$ cat src/rtl/io_supply_seq.sv
// Core-side power sequencer for the IO ring: debounces the synchronized VDDIO/VDD
// good indicators, then releases pad isolation and output enables in order.
module io_supply_seq #(
  parameter int SYNC_STAGES     = 2,
  parameter int DEBOUNCE_CYCLES = 8,
  parameter int SETTLE_CYCLES   = 16,
  parameter int CNT_W           = 8
) (
  input  logic       clk,
  input  logic       rst,
  input  logic       vddio_ok_a,
  input  logic       vdd_ok_a,
  input  logic       pd_req,
  input  logic       fault_clr,
  output logic       pad_iso,
  output logic       pad_oe_en,
  output logic       pwr_good,
  output logic       pd_ack,
  output logic       fault_sticky,
  output logic [2:0] state
);

  typedef enum logic [2:0] {
    S_OFF    = 3'd0,
    S_WAIT   = 3'd1,
    S_SETTLE = 3'd2,
    S_UNISO  = 3'd3,
    S_ACTIVE = 3'd4,
    S_DOWN   = 3'd5,
    S_ISO    = 3'd6
  } state_e;

  localparam logic [CNT_W-1:0] DEB_LAST = CNT_W'(DEBOUNCE_CYCLES - 1);
  localparam logic [CNT_W-1:0] SET_LAST = CNT_W'(SETTLE_CYCLES - 1);
  localparam logic [CNT_W-1:0] CNT_MAX  = {CNT_W{1'b1}};

  logic [SYNC_STAGES-1:0] vio_sync_q;
  logic [SYNC_STAGES-1:0] vio_sync_d;
  logic [SYNC_STAGES-1:0] vdd_sync_q;
  logic [SYNC_STAGES-1:0] vdd_sync_d;
  logic                   vio_s;
  logic                   vdd_s;
  logic                   ok_s;

  state_e                 state_q;
  state_e                 state_d;
  logic [CNT_W-1:0]       cnt_q;
  logic [CNT_W-1:0]       cnt_d;
  logic                   fault_set;

  logic                   pad_iso_q;
  logic                   pad_iso_d;
  logic                   pad_oe_en_q;
  logic                   pad_oe_en_d;
  logic                   pwr_good_q;
  logic                   pwr_good_d;
  logic                   pd_ack_q;
  logic                   pd_ack_d;
  logic                   fault_sticky_q;
  logic                   fault_sticky_d;

  function automatic logic [CNT_W-1:0] sat_inc(input logic [CNT_W-1:0] v);
    return (v == CNT_MAX) ? v : v + CNT_W'(1);
  endfunction

  // Plain shift-register synchronizers; only the last stage is ever consumed.
  always_comb begin
    vio_sync_d = {vio_sync_q[SYNC_STAGES-2:0], vddio_ok_a};
    vdd_sync_d = {vdd_sync_q[SYNC_STAGES-2:0], vdd_ok_a};
    vio_s      = vio_sync_q[SYNC_STAGES-1];
    vdd_s      = vdd_sync_q[SYNC_STAGES-1];
    ok_s       = vio_s & vdd_s;
  end

  always_comb begin
    state_d   = state_q;
    fault_set = 1'b0;
    case (state_q)
      S_OFF: begin
        if (!pd_req) state_d = S_WAIT;
      end
      S_WAIT: begin
        if (ok_s && (cnt_q == DEB_LAST)) state_d = S_SETTLE;
      end
      S_SETTLE: begin
        if (!ok_s) begin
          state_d   = S_ISO;
          fault_set = 1'b1;
        end else if (cnt_q == SET_LAST) begin
          state_d = S_UNISO;
        end
      end
      S_UNISO: begin
        if (!ok_s) begin
          state_d   = S_DOWN;
          fault_set = 1'b1;
        end else begin
          state_d = S_ACTIVE;
        end
      end
      S_ACTIVE: begin
        // Supply loss is flagged as a fault even if pd_req arrives together with it.
        if (!ok_s) begin
          state_d   = S_DOWN;
          fault_set = 1'b1;
        end else if (pd_req) begin
          state_d = S_DOWN;
        end
      end
      S_DOWN:  state_d = S_ISO;
      S_ISO:   state_d = S_OFF;
      default: state_d = S_ISO;
    endcase
  end

  always_comb begin
    cnt_d = '0;
    if (state_d == state_q) begin
      if (state_q == S_WAIT) begin
        cnt_d = ok_s ? sat_inc(cnt_q) : '0;
      end else if (state_q == S_SETTLE) begin
        cnt_d = sat_inc(cnt_q);
      end
    end
  end

  // Outputs decode the next state so they switch on the same edge as state.
  always_comb begin
    pad_iso_d      = !((state_d == S_UNISO) || (state_d == S_ACTIVE) || (state_d == S_DOWN));
    pad_oe_en_d    = (state_d == S_ACTIVE);
    pwr_good_d     = (state_d == S_ACTIVE);
    pd_ack_d       = (state_d == S_OFF) && pd_req;
    fault_sticky_d = fault_set | (fault_sticky_q & ~fault_clr);
  end

  always_ff @(posedge clk or posedge rst) begin
    if (rst) begin
      vio_sync_q     <= '0;
      vdd_sync_q     <= '0;
      state_q        <= S_OFF;
      cnt_q          <= '0;
      pad_iso_q      <= 1'b1;
      pad_oe_en_q    <= 1'b0;
      pwr_good_q     <= 1'b0;
      pd_ack_q       <= 1'b0;
      fault_sticky_q <= 1'b0;
    end else begin
      vio_sync_q     <= vio_sync_d;
      vdd_sync_q     <= vdd_sync_d;
      state_q        <= state_d;
      cnt_q          <= cnt_d;
      pad_iso_q      <= pad_iso_d;
      pad_oe_en_q    <= pad_oe_en_d;
      pwr_good_q     <= pwr_good_d;
      pd_ack_q       <= pd_ack_d;
      fault_sticky_q <= fault_sticky_d;
    end
  end

  assign pad_iso      = pad_iso_q;
  assign pad_oe_en    = pad_oe_en_q;
  assign pwr_good     = pwr_good_q;
  assign pd_ack       = pd_ack_q;
  assign fault_sticky = fault_sticky_q;
  assign state        = state_q;

endmodule

$ cat config.mk
export PLATFORM = sky130hd
export DESIGN_NAME = io_supply_seq
export DESIGN_NICKNAME = d
export VERILOG_FILES = /design/src/rtl/io_supply_seq.sv
export SDC_FILE = /design/constraint.sdc
export NUM_CORES = 1
export LEC_CHECK = 0
export CORE_UTILIZATION = 45
export CTS_CLUSTER_SIZE = 28
export DETAILED_ROUTE_END_ITERATION = 8
export GPL_ROUTABILITY_DRIVEN = 0
export PLACE_DENSITY = 0.69
export SLEW_MARGIN = 5
export SYNTH_ARGS = -nofsm -noshare
export SYNTH_HDL_FRONTEND = slang
export SYNTH_SLANG_ARGS = --single-unit
export TNS_END_PERCENT = 20
$ cat constraint.sdc
create_clock -name clk -period 2.03 [get_ports clk]
set_clock_uncertainty 0.1 [all_clocks]
set_input_delay 0.203 -clock clk [delete_from_list [all_inputs] [get_ports clk]]
set_output_delay 0.203 -clock clk [all_outputs]
set_load 0.02 [all_outputs]
# Yosys cells after proc, flatten, opt, wreduce, memory -nomap -nowiden
# Cells that the tools add are included.
[word_totals] word_cells=48 out_inout_bits=8 ff_bits=19 input_bits=6
[op_classes] reduce_logical=8 add_sub_neg=1 muxes=15 n_eq_ne=12 n_bitwise=4
[ops] cell="8-bit 2-to-1 mux" n=5
[ops] cell="3-bit 2-to-1 mux" n=6
[ops] cell="3-bit one-hot mux with 6 select lines" n=1
[ops] cell="3-bit equality test (second input constant)" n=4
[ops] cell="3-bit by 2-bit equality test with 1-bit output (second input constant)" n=3
[ops] cell="8-bit by 1-bit adder with 8-bit output (second input constant)" n=1
[ops] cell="8-bit by 3-bit equality test with 1-bit output (second input constant)" n=1
[ops] cell="8-bit by 4-bit equality test with 1-bit output (second input constant)" n=1
[ops] cell="8-bit equality test (second input constant)" n=1
[ops] cell="3-bit logical NOT" n=2
[ops] cell="3-bit by 1-bit equality test with 1-bit output (second input constant)" n=1
[ops] cell="3-bit equality test" n=1
[ops] cell="1-bit 2-to-1 mux" n=3
[ops] cell="3-bit OR reduction" n=1
[ops] cell="1-bit bitwise AND" n=2
[ops] cell="1-bit logical AND" n=2
[ops] cell="1-bit logical OR" n=2
[ops] cell="1-bit logical NOT" n=1
[ops] cell="1-bit inverter" n=1
[ops] cell="1-bit OR" n=1

# Longest topological paths before layout
[depth] ltp_word=8 depth_mapped=5 ltp_nobuf=5

# Least setup slack after synthesis
# Ideal clock, no wire load.
[synth_timing] path_type="reg-to-reg" startpoint="register cnt_q[4]" endpoint="register state_q[0], in the netlist state[0]" period_less_slack_ns=1.673 arrival_time_ns=1.439 setup_time_ns=0.134 stages_incl_launch_ff=5 path_buffers=0 path_slack_ns=0.357 cell_sequence="dfrtp_1 > or4_4 > o41a_1 > a31oi_1 > o21ai_1"
[synth_via] elab_chain_cells=4
[synth_lines] element="start: declaration" line="47" text="logic [CNT_W-1:0] cnt_q;"
[synth_lines] element="start signal: assignment" line="151" text="cnt_q <= cnt_d;"
[synth_lines] element="8-bit by 4-bit equality test with 1-bit output or 8-bit by 3-bit equality test with 1-bit output (tied branches)" line="89, 83"
[synth_lines] element="3-bit 2-to-1 mux or 1-bit logical AND (tied branches)" line="89, 83"
[synth_lines] element="3-bit 2-to-1 mux, on equally long branches" line="86, 83"
[synth_lines] element="3-bit one-hot mux with 6 select lines *" line="78" text="case (state_q)"
[synth_lines] element="via state_d[0]" line="46" text="state_e state_d;"
[synth_lines] element="end signal: assignment" line="150" text="state_q <= state_d;"
[synth_lines] element="end: declaration" line="45" text="state_e state_q;"
# Mark *: on every way through the listed nets, which the timed path passes. The rest lies on a longest branch.

# Worst setup path in the final report
[layout_timing] startpoint="register state_q[0], in the netlist state[0]" endpoint="output state[0]"
[layout_rtl] element="end: declaration" line="20" text="output logic [2:0] state"
# No word-level cell between the ends.

==> results by stage <==
Status:
- The flow ran to the end, and the final reports show no timing, DRC or antenna violations.

Route:
- In the routed design, unresolved DRC markers number 0.
- The antenna violation net count after detailed routing is 0.
- The first-pass iteration count of the detailed router is 4.
- The ratio of routed vias to standard cells is 5.42.
- The first routing iteration left 14 violations.
- For this block, the routed nets add up to 1640 um of wire.
- The average wire per standard cell is 12.8 um.
- The vias after detailed routing is 694.

Timing:
- The maximum clock frequency is 0.552 GHz.
- The worst max-slew margin expressed relative to the limit is 66.5%.
- The transition at the pin with the smallest max-transition slack is 0.501 ns.
- The number of hold violations in the final report was 0.
- The setup TNS is 0 ns.
- In the finished design, the share of the clock period the worst path needs comes to 89.2%.
- Setup violations remaining at the end of the flow were counted as 0.
- The number of pins with negative max-slew slack in the final report is 0.
- Setup repair after global routing left no endpoint under its margin.
- The clock period minus final worst setup slack is 1.81 ns.

Placed design:
- In this run, placement finished with an instance count of 124.
- The placement-stage cell area is 0.00106 mm2.
- Detailed placement ended at an HPWL of 1180 um.
- Input and output buffers added on the ports amount to 13.

Yosys:
- By count the netlist is led by sky130_fd_sc_hd__dfrtp_1, sky130_fd_sc_hd__nor2_1, sky130_fd_sc_hd__a31oi_1, sky130_fd_sc_hd__nand2_1, sky130_fd_sc_hd__nor2b_1.
- The fraction of registers with async set/reset is 100%.
- After technology mapping, the gate count stands at 87.
- The mean instance size in the synthesized netlist is 10.3 um2.
- Sorting the synthesized cells by area gives the leading types as sky130_fd_sc_hd__dfrtp_1, sky130_fd_sc_hd__nor2_1, sky130_fd_sc_hd__dfstp_2.
- After synthesis, the largest area contributor takes up 50.2% of total cell area.
- The Yosys step of the flow raised 0 warnings.
- The number of flops mapped to enable cells by yosys is 0.
- Synthesis produced a netlist with a net count of 94.
- The sequential fraction of the synthesis area is 53.1%.
- The primary flip-flop cell chosen by synthesis mapping is sky130_fd_sc_hd__dfrtp_1.
- The number of distinct library cells after synthesis is 34.
- After synthesis the netlist holds a flip-flop and latch count of 19.
- The cell with the most instances after synthesis is sky130_fd_sc_hd__dfrtp_1.
- In this run the cell area of the synthesized design comes to 897 um2.
- The leading area contributor after synthesis is sky130_fd_sc_hd__dfrtp_1.

Setup path:
- The setup path with the least slack is of type reg -> out.
- The reg-to-reg startpoint is cnt_q[4]$_DFF_PP0_.
- Data on the critical path is required at its endpoint by 1.73 ns.
- Together, buffers and inverters on the worst path number 1.
- The data arrival time of the critical path is 1.51 ns.
- Walking the worst path, the cells encountered are clkdlybuf4s50_1.
- The worst setup path is launched from a flip-flop.
- The critical-path cell with the highest stage delay is sky130_fd_sc_hd__clkdlybuf4s50_1.
- The largest delay contributor family on the critical path is buffers and inverters.
- Along the worst path, the maximum fanout reaches 12.
- The depth of the worst register-to-register path is 4.
- The largest stage delay on the critical path is 0.67 ns.
- The setup check on the worst reg-to-reg path leaves a slack of 0.27 ns.
- STA classifies the critical path endpoint as an output port.
- The end of the worst register-to-register path is state[0]$_DFF_PP0_.

Job:
- The total of max-cap violations is 0.

Power:
- The clock network fraction of design power is 15.6%.
- Sequential cells burn 44.8% of the power.
- VDD sags by at most 0.000844 V.
- In this run the power spent charging and discharging nets is 0.000449 W.
- For this design the ratio of total power to cell area is 1130 mW/mm2.
- Summed over all cells, the static leakage comes to 0.464 nW.
- Of the total power, combinational logic draws 39.5%.
- The internal power of the cells is 0.000772 W.
- The net switching fraction of the power is 36.7%.

Floorplanning:
- 14 I/O pins were placed.
- From bottom edge to top edge, the die measures 46.7 um.
- The core box area is 0.00180 mm2.
- The total die area is 0.00218 mm2.
- The die width is 46.7 um.
- The initial standard-cell utilization of the core is 49.8%.
- The floorplan has 15 rows.

Layout:
- Summing all multi-input logic gate instances after layout gives 393 um2.
- Summing all non-filler instances in the final layout gives an area of 0.00108 mm2.
- Counting the fill cells in the layout gives 163.
- In the final design database the tool counted 111 nets.
- The post-layout instance count excluding filler cells is 128.
- Relative to the synthesized area, the layout overhead comes to 20.8%.
- 0 antenna diodes ended up in the layout.
- The proportion of layout cells with a drive suffix above 1 is 9.71%.
- The area taken by flip-flops and latches is 477 um2.

CTS:
- Buffers inserted during clock tree synthesis total 3.
- The sink count of the clock tree is 19.
- The number of buffers added for setup after CTS is 0.
- The source-to-sink clock delay at the later pin of the worst-skew pair is 0.30 ns.
- CTS built an H-tree with a depth of 1.
- The quantity of hold-fixing buffers added after cts is 0.
- The clock passes through at most 2 buffers.
- The post-CTS clock slew at the launch and capture registers of the worst setup and hold paths is 0.11 ns.
- The number of instances resized during post-cts repair is 0.
- The clock tree from TritonCTS is yes.
- CTS placed an instance of sky130_fd_sc_hd__clkbuf_4 at the clock tree root.

Global route:
- Global routing finished with a remaining overflow of 0.
- The first-pass GRT wire length is 2750 um.
- The pin count of the biggest net entering global routing is 20.
- The initial antenna violation count is 0.
- Global routing consumed, over all layers together, 18.2% of the routing resources.
- The via count of the first global-routing pass was 630.

Min path:
- The worst hold-check path type is in -> async.
-- placed cells by master, fill, tap and decap left out, types with 2 or more instances in the layout --
master | Yosys | layout
sky130_fd_sc_hd__nor2b_1 | 4 | 4
sky130_fd_sc_hd__nand3_1 | 3 | 3
sky130_fd_sc_hd__a21oi_1 | 3 | 3
sky130_fd_sc_hd__o21ai_0 | 3 | 3
sky130_fd_sc_hd__and2_1 | 2 | 2
sky130_fd_sc_hd__clkbuf_4 | 0 | 3
sky130_fd_sc_hd__a31oi_1 | 4 | 4
sky130_fd_sc_hd__nor3_2 | 2 | 2
sky130_fd_sc_hd__nand2_1 | 4 | 4
sky130_fd_sc_hd__xor2_1 | 2 | 2
sky130_fd_sc_hd__nor3_1 | 2 | 2
sky130_fd_sc_hd__and3_1 | 3 | 3
sky130_fd_sc_hd__clkdlybuf4s50_1 | 0 | 13
sky130_fd_sc_hd__buf_4 | 1 | 2
sky130_fd_sc_hd__nor2_1 | 13 | 13
sky130_fd_sc_hd__dfrtp_1 | 18 | 18
sky130_fd_sc_hd__inv_1 | 3 | 3
sky130_fd_sc_hd__mux2i_1 | 2 | 2
-- cell families (layout without fill, tap and decap cells) --
kind of cell	Yosys count	in the layout	share of synthesized area (%)
simple gates	37	37	22.9
compound gates	19	19	14.1
flops	19	19	53.1
buf+inv	6	22	3.07
mux	3	3	3.49
xor+xnor	2	2	1.95
fa+ha+maj	1	1	1.39
-- stage by stage --
stage                     total power (W)  util, %  setup slack (ns)  hold WS, ns
final                             0.00122     60.1             0.219        0.105
after global routing              0.00130     60.1             0.149        0.157
after CTS                         0.00123     60.1             0.217        0.111
after detailed placement          0.00104     58.7             0.295        0.239
after global placement            0.00103     58.7             0.297        0.232
after floorplan                  0.000841        -             0.357       0.0534
-- sequential cells by signal, summed over array words and instances (netlist names) --
name	count
pd_ack	1
fault_sticky	1
vdd_sync_q	2
pwr_good	1
cnt_q	8
state	3
pad_iso	1
vio_sync_q	2
-- worst max path at each step --
stage | cells after the start | slack, ns | startpoint | end
finish | 1 | 0.22 | state[0]$_DFF_PP0_ | state[0]
global route | 5 | 0.15 | cnt_q[0]$_DFF_PP0_ | cnt_q[3]$_DFF_PP0_
CTS | 1 | 0.22 | state[0]$_DFF_PP0_ | state[0]
detailed placement | 4 | 0.29 | cnt_q[4]$_DFF_PP0_ | cnt_q[3]$_DFF_PP0_
global placement | 4 | 0.30 | cnt_q[4]$_DFF_PP0_ | state[0]$_DFF_PP0_
floorplan | 4 | 0.36 | cnt_q[4]$_DFF_PP0_ | state[0]$_DFF_PP0_
-- power groups by stage --
stage	registers [W]	clock network (W)	logic (W)
after floorplan	0.000597	0	0.000243
after global placement	0.000551	0	0.000479
after detailed placement	0.000555	0	0.000486
after CTS	0.000547	0.000196	0.000487
after global routing	0.000562	0.000208	0.000530
final	0.000548	0.000191	0.000483
-- worst min-delay path, cell delays in order --
cell	delay [ns]
sky130_fd_sc_hd__clkdlybuf4s50_1	0.39
sky130_fd_sc_hd__inv_1	0.05
sky130_fd_sc_hd__buf_4	0.25
-- cell type report --
type	instances	area share [%]
clock buffers	4	2.42
inverters	3	1.04
multi-input cells	62	36.3
flip-flops and latches	19	44.0
well taps	25	2.89
repair buffers	15	13.4
-- metal layers --
layer	global-route usage, %	wire length (um)
met5	0	0
met3	2.35	54
met2	26.1	727
met4	8.57	12
met1	27.0	847
Note: power is estimated with default switching activity, not from simulation.
